`src/rtl/hazard_flush_ctrl.sv`:
```
// Pipeline hazard, flush and freeze control with SRAM wait tracking.
// Combinational freeze/flush decode plus saturating perf counters.
module hazard_flush_ctrl #(
  parameter int unsigned MEM_TIMEOUT = 255
) (
  input  logic        clk,
  input  logic        rst,
  input  logic [3:0]  src1,
  input  logic [3:0]  src2,
  input  logic        two_src,
  input  logic [3:0]  exe_dest,
  input  logic        exe_wb_en,
  input  logic        exe_mem_read,
  input  logic [3:0]  mem_dest,
  input  logic        mem_wb_en,
  input  logic        forward_en,
  input  logic        branch_taken,
  input  logic        mem_req,
  input  logic        sram_ready,
  input  logic        cnt_clr,
  output logic        freeze_pc,
  output logic        freeze_if_id,
  output logic        freeze_id_ex,
  output logic        freeze_ex_mem,
  output logic        flush_if_id,
  output logic        flush_id_ex,
  output logic [15:0] stall_cycles,
  output logic [15:0] flush_count,
  output logic        mem_timeout
);

  typedef enum logic [1:0] {
    RUN,
    MEM_WAIT,
    TIMEOUT
  } state_t;

  localparam logic [7:0] TO_CNT = 8'(MEM_TIMEOUT);

  state_t     state, state_nxt;
  logic [7:0] wait_cnt, wait_nxt;
  logic       to_set;
  logic       mem_stall;
  logic       raw_exe, raw_mem, data_haz;

  assign mem_stall = mem_req & ~sram_ready;

  assign raw_exe = exe_wb_en &
    ((exe_dest == src1) | (two_src & (exe_dest == src2)));
  assign raw_mem = mem_wb_en &
    ((mem_dest == src1) | (two_src & (mem_dest == src2)));

  // With forwarding only a load-use needs a bubble.
  assign data_haz = forward_en ? (raw_exe & exe_mem_read)
                               : (raw_exe | raw_mem);

  // Prioritised freeze/flush decode: mem stall, branch, data hazard.
  always_comb begin
    freeze_pc     = 1'b0;
    freeze_if_id  = 1'b0;
    freeze_id_ex  = 1'b0;
    freeze_ex_mem = 1'b0;
    flush_if_id   = 1'b0;
    flush_id_ex   = 1'b0;
    if (mem_stall) begin
      freeze_pc     = 1'b1;
      freeze_if_id  = 1'b1;
      freeze_id_ex  = 1'b1;
      freeze_ex_mem = 1'b1;
    end else if (branch_taken) begin
      flush_if_id = 1'b1;
      flush_id_ex = 1'b1;
    end else if (data_haz) begin
      freeze_pc    = 1'b1;
      freeze_if_id = 1'b1;
      flush_id_ex  = 1'b1;
    end
  end

  // Next-state and wait counter for SRAM wait tracking.
  always_comb begin
    state_nxt = state;
    wait_nxt  = wait_cnt;
    to_set    = 1'b0;
    unique case (state)
      RUN: begin
        wait_nxt = 8'd0;
        if (mem_stall) begin
          state_nxt = MEM_WAIT;
          wait_nxt  = 8'd1;
        end
      end
      MEM_WAIT: begin
        if (sram_ready | ~mem_req) begin
          state_nxt = RUN;
          wait_nxt  = 8'd0;
        end else if (wait_cnt == TO_CNT) begin
          state_nxt = TIMEOUT;
          to_set    = 1'b1;
        end else begin
          wait_nxt = wait_cnt + 8'd1;
        end
      end
      TIMEOUT: begin
        if (~mem_stall) begin
          state_nxt = RUN;
          wait_nxt  = 8'd0;
        end
      end
      default: begin
        state_nxt = RUN;
        wait_nxt  = 8'd0;
      end
    endcase
  end

  // State register; cnt_clr does not touch the FSM.
  always_ff @(posedge clk or posedge rst) begin
    if (rst) begin
      state    <= RUN;
      wait_cnt <= 8'd0;
    end else begin
      state    <= state_nxt;
      wait_cnt <= wait_nxt;
    end
  end

  // Saturating perf counters and sticky timeout; clear wins.
  always_ff @(posedge clk or posedge rst) begin
    if (rst) begin
      stall_cycles <= 16'd0;
      flush_count  <= 16'd0;
      mem_timeout  <= 1'b0;
    end else if (cnt_clr) begin
      stall_cycles <= 16'd0;
      flush_count  <= 16'd0;
      mem_timeout  <= 1'b0;
    end else begin
      if (freeze_pc && stall_cycles != 16'hFFFF)
        stall_cycles <= stall_cycles + 16'd1;
      if (flush_if_id && flush_count != 16'hFFFF)
        flush_count <= flush_count + 16'd1;
      if (to_set)
        mem_timeout <= 1'b1;
    end
  end

endmodule
```
`config.mk`:
```
export PLATFORM = sky130hd
export DESIGN_NAME = hazard_flush_ctrl
export DESIGN_NICKNAME = d
export VERILOG_FILES = /design/src/rtl/hazard_flush_ctrl.sv
export SDC_FILE = /design/constraint.sdc
export NUM_CORES = 1
export LEC_CHECK = 0
export ABC_CLOCK_PERIOD_IN_PS = 2400
export CORE_MARGIN = 10
export CORE_UTILIZATION = 45
export CTS_CLUSTER_DIAMETER = 150
export DETAILED_ROUTE_END_ITERATION = 8
export PLACE_DENSITY_LB_ADDON = 0.1
export REMOVE_ABC_BUFFERS = 1
export SETUP_SLACK_MARGIN = 0.1
export SYNTH_ARGS = -nofsm -noshare
export SYNTH_HDL_FRONTEND = slang
export SYNTH_SLANG_ARGS = --single-unit
```
`constraint.sdc`:
```
create_clock -name clk -period 2.4 [get_ports clk]
set_input_delay 0.48 -clock clk [delete_from_list [all_inputs] [get_ports clk]]
set_output_delay 0.48 -clock clk [all_outputs]
set_load 0.05 [all_outputs]
```
==> out/metrics.cfg <==
[outcome]
status=complete, no violations

[setup_path]
cp-start-kind=input port
r2r_setup_slack_ns=0.34
cp-startpoint=src1[2]
endpoint_kind=primary output
cp_data_arrival_time_ns=1.77
ff2ff_path_depth=8
r2r_start=stall_cycles[3]$_DFFE_PP0P_
worstReg2RegEnd=stall_cycles[4]$_DFFE_PP0P_
critical_path_class=in2out
path_max_fanout=2
cp.required_ns=1.92

[clock_tree]
clk_latency_ns=0.30
clk_path_buf_depth=2
h-tree-depth=2
cts_inserted_buffers=5
cts-root-buf=clkbuf_8
clock-sinks=43
clk_pin_slew_worst_paths_ns=0.09
cts_hold_buf=0
cts_tree=yes

[finish]
fillerInstances=491
final_cell_mix=dfrtp_1, clkdlybuf4s50_1, nor2_1
diodes=0
finalNonFillerCells=438
nets=395
area.growth.synth_to_final_pct=43.81
mostFrequentLayoutCell=dfrtp_1
layout-drive-gt1-share_pct=24.86

[floorplan]
die-area_sq_um=9046
row_count=27
core_area_sq_um=5507
dieWidth_um=95.11
die_h_um=95.11
initial_utilization_pct=46.10
ios=66

[sta]
min_period_ns=2.250
drv_slew=0
setup_tns_ns=0
fin_crit_sh_pct=93.74
setup_viol=0
rsz0062_at_grt=no
hold_viol=0
fmax_mhz=444.5
fin_worst_skew_ns=0.008741
slew_headroom_pct=53.34
worst_pin_slew_ns=0.6956

[routing]
first_pass_iters=4
vias=2236
drt-initial-drc-count=25
via_per_inst=5.105
ant_nets=0
wl_per_cell_um=14.86
route.detailed.drc=0
wl_mm=6.510

[yosys]
synth.cell_area_sq_um=2539
syn_avg_cell_area_sq_um=9.232
async_flop_share_pct=100.0
synth_edf_count=0
ys_warn_count=0
synth_cell_types=42
syn_inst=275
synth_seq_cells=43
ys.flop_type=dfrtp_1
seq_area_frac_synth_pct=42.39

[power_and_ir_drop]
clkPwrFrac_pct=35.8
switchingPower_uw=415.1
seq_power_share_pct=46.9
total_power_mw=1.581
combPwrFrac_pct=17.3
vdd_drop_max_mv=0.2695
p_leak_nw=1.596
swShare_pct=26.25
p_per_area_nw_per_um2=433.1
p_int_mw=1.166

[global_routing]
antenna_found_initial=0
grt_pass1_wl_mm=11.01
first_global_vias=2287
gr-total-overflow=0
grt_max_degree=28
grt_use_total_pct=15.17

[run]
maxCapViolCount=0

[placement]
gp_congestion=0.8504
place_inst=424
dp_hpwl_mm=4.836
io_buffers=65

[hold_path]
worstHoldPathType=in2async

-- power groups by stage --
stage / clock, mW / combinational, mW / sequential [mW]
after floorplan: 0 / 0.0959 / 0.775
after global placement: 0 / 0.261 / 0.756
after detailed placement: 0 / 0.262 / 0.756
after CTS: 0.587 / 0.267 / 0.742
after global routing: 0.620 / 0.295 / 0.743
final: 0.567 / 0.273 / 0.742
-- cells by family after synthesis --
group / share of synthesized area [%]
AND/OR/NAND/NOR: 26.91
adder cells (fa/ha/maj): 1.479
multiplexers: 2.859
XOR/XNOR: 12.42
flip-flops: 42.39
buffers and inverters: 3.253
AO/OA/AOI/OAI: 10.70
-- worst max-delay path by stage --
stage                              end  slack, ns  cells past startpoint
final                     freeze_if_id       0.15                      9
after CTS                 freeze_if_id       0.11                     10
after global routing      freeze_if_id       0.07                      9
after detailed placement   flush_id_ex      -0.25                      8
after global placement    freeze_if_id      -0.20                     10
after floorplan           freeze_if_id      -1.32                      6
-- metrics by stage --
stage	util [%]	worst slack, ns	hold WS [ns]	area (sq um)
finish	66.30	0.1502	0.5054	3651
global route	66.30	0.07193	0.5296	3651
global placement	62.85	-0.2022	0.4792	3461
detailed placement	62.85	-0.2525	0.4949	3461
CTS	65.92	0.1052	0.5078	3630
floorplan	-	-1.320	0.4676	2497
-- registers in the layout, summed over array words and instances, names as in the netlist --
register	flops
mem_timeout	1
flush_count	16
state	2
stall_cycles	16
wait_cnt	8
-- synth_stat cells (all sizes together), types with 8 or more instances --
| cell | instances | area (sq um) |
|---|---|---|
| dfrtp | 43 | 1076 |
| nor2 | 40 | 157.7 |
| xor2 | 26 | 227.7 |
| a21oi | 19 | 98.85 |
| nand2 | 18 | 75.07 |
| o21ai | 14 | 70.07 |
| nand3 | 13 | 65.06 |
| and3 | 12 | 96.34 |
| inv | 11 | 41.29 |
| or3 | 11 | 68.82 |
| xnor2 | 10 | 87.58 |
| nand4 | 8 | 50.05 |
-- timing repair --
| item | in CTS | in global routing |
|---|---|---|
| resized for setup | 63 | 22 |
| setup buffers | 5 | 1 |
| setup endpoints to repair | 4 | 7 |
| pin swaps | 16 | 14 |
-- area by class of cell --
class                      instances  area (sq um)  area share (%)
clock inverter                     3         43.79           1.199
tap                               72         90.09           2.467
inverter                          11         41.29           1.131
timing repair buffer              91         858.3           23.51
clock buffer                       5         68.82           1.885
sequential                        43          1076           29.47
multi-input combinational        213          1473           40.34
-- layer usage --
metal	up-vias	GRT usage (%)	part of all wire, %
met5	-	0	0
met4	0	3.990	0.55
met3	5	5.892	7.7
met2	49	25.11	48
met1	1064	17.99	44
li1	1118	-	-
-- critical path: stages --
cell and delay (ns):
dlygate4sd2_1 0.25, xor2_1 0.14, nor3_1 0.17, a31oi_1 0.15, nand2_2 0.11, nand2_2 0.07, o21ai_1 0.11, buf_4 0.15
buf_12 0.13
(Power assumes the default switching activity.)
==> RTL change: new RTL, same flow settings <==
Re-encode `state_t` (3 states) as one-hot, 3 bits wide.
--- a/src/rtl/hazard_flush_ctrl.sv
+++ b/src/rtl/hazard_flush_ctrl.sv
@@ -31,6 +31,6 @@
 
-  typedef enum logic [1:0] {
-    RUN,
-    MEM_WAIT,
-    TIMEOUT
+  typedef enum logic [2:0] {
+    RUN      = 3'b001,
+    MEM_WAIT = 3'b010,
+    TIMEOUT  = 3'b100
   } state_t;
Function: no difference found for any inputs over 10 cycles, from zero or initial values and one cycle with rst high; not proved beyond that.
==> RTL change against the original RTL <==
Sequential power up 3.0%; first-iteration DRC count grew to 3.9 times the old value; setup slack improved by 0.037 ns; power down 3.6%; routed wire length up 6.1%; synthesized area rose by 8.7%; cell area is 4.0% higher; combinational power is 2% lower; sequential cell count is 1 higher; cell count up 5.7%; non-clock buffer count fell by 9; count of clock-buffer cells in the layout is 1 higher; critical path type is now in -> reg; critical endpoint is now stall_cycles[8]$_DFFE_PP0P_; largest cell class unchanged; largest power group unchanged.
==> RTL change: results (changes against the original RTL) <==
metric;value;unit;change
critical path endpoint;stall_cycles[8]$_DFFE_PP0P_;;was freeze_if_id
worst hold margin;0.492;ns;was 0.505 ns
Cell Area, Placed;3610;sq um;was 3460 sq um
# diodes;0;;unchanged
top cells by count, synth;49 x nor2_1, 43 x dfrtp_1, 28 x xnor2_1, 20 x nand2_1;;was 43 x dfrtp_1, 37 x nor2_1, 26 x xor2_1, 18 x a21oi_1, 17 x nand2_1
# placed instances;453;;was 424
Leakage;1.52;nW;was 1.60 nW
Worst Skew;0.00430;ns;was 0.00874 ns
worst setup path startpoint;mem_dest[2];;was src1[2]
worst setup margin;0.187;ns;was 0.150 ns
NumNets Final;417;;was 395
Peak VDD IR;0.000209;V;was 0.000270 V
Post-synth top flop;dfrtp_1;;unchanged
reg2reg start;stall_cycles[4]$_DFFE_PP0P_;;was stall_cycles[3]$_DFFE_PP0P_
Final HPWL DP;5.13;mm;was 4.84 mm
overall routing resource usage;13.8;%;was 15.2%
outcome;finished, final reports clean;;unchanged
R2R depth;6;;was 8
first-pass GRT wire length;11.5;mm;was 11.0 mm
worst r2r dst;stall_cycles[12]$_DFFE_PP0P_;;was stall_cycles[4]$_DFFE_PP0P_
largest net degree at the start of global routing;50;;was 28
share of cells above drive strength 1;17.8;%;was 24.9%
gpl congestion;0.818;;was 0.850
Slew headroom;56.9;%;was 53.3%
via count;2469;;was 2236
slowest CP cell;a2111oi_1;;was dlygate4sd2_1
Avg WL per Cell;14.9;um;about the same
initial DRC count;97;;was 25
crit-path max FO;4;;was 2
Finished Layout Cells;463;;was 438
post-synthesis sequential area ratio;40.0;%;was 42.4%
delay of the slowest cell on the worst path;0.46;ns;was 0.25 ns
top cells by area, synth;dfrtp_1 39%, xnor2_1 8.9%, nor2_1 6.7%;;was dfrtp_1 42%, xor2_1 9.0%, nor2_1 5.5%
TritonCTS Buffers;5;;unchanged
Mean Syn Cell Area;8.93;sq um;was 9.23 sq um
worst skew pair latency;0.30;ns;about the same
Arr. time, crit path;2.41;ns;was 1.77 ns
setup slack, reg-to-reg;0.20;ns;was 0.34 ns
cell family with most CP delay;compound AO/OA/AOI/OAI gates;;was buffers and inverters
pre-CTS setup slack;-0.402;ns;was -0.253 ns
synth unique cells;46;;was 42
RTL change: through the flow:
step,util [%],power [W]
finish,64.1,0.00152
global route,64.1,0.00160
CTS,63.0,0.00154
detailed placement,61.1,0.00104
global placement,61.1,0.00104
floorplan,-,0.000904
RTL change: metal layers:
metal	share of wire, %	track usage (%)	wire length, um
met4	0.88	3.31	61
met3	6.9	5.07	475
met1	44	16.4	3020
met2	49	22.9	3350
met5	0	0	0
RTL change: cell type report:
class | count | area (sq um)
Clock buffer | 6 | 82.6
Multi-Input combinational cell | 240 | 1630
Fill cell | 534 | 2120
Timing Repair Buffer | 82 | 823
Clock inverter | 2 | 10.0
Sequential cell | 44 | 1100
Inverter | 14 | 52.6
Tap cell | 75 | 93.8
RTL change: power breakdown:
part | leakage (nW) | internal [W] | switching [W]
sequential | 0.608 | 0.000750 | 0.0000139
clock | 0.0510 | 0.000230 | 0.000261
combinational | 0.865 | 0.000120 | 0.000148
RTL change: logic make-up (layout without fill, tap and decap cells):
family | after synthesis | in the layout | synth area share [%]
xor gates and xnor gates | 32 | 32 | 10.2
DFF | 44 | 44 | 40.0
and+or+nand+nor | 137 | 137 | 25.0
AOI/OAI and AO/OA | 51 | 51 | 12.8
adders and majority gates | 3 | 3 | 1.36
muxes | 17 | 17 | 6.98
buffers and inverters | 25 | 104 | 3.67
RTL change: what timing repair did:
| action | 4_1_cts | 5_1_grt |
|---|---|---|
| buffers inserted | 2 | 0 |
| pin swaps | 10 | 6 |
| endpoints found under the hold margin | 0 | 0 |
| resized for setup | 24 | 19 |
| endpoints found under the setup margin | 8 | 10 |
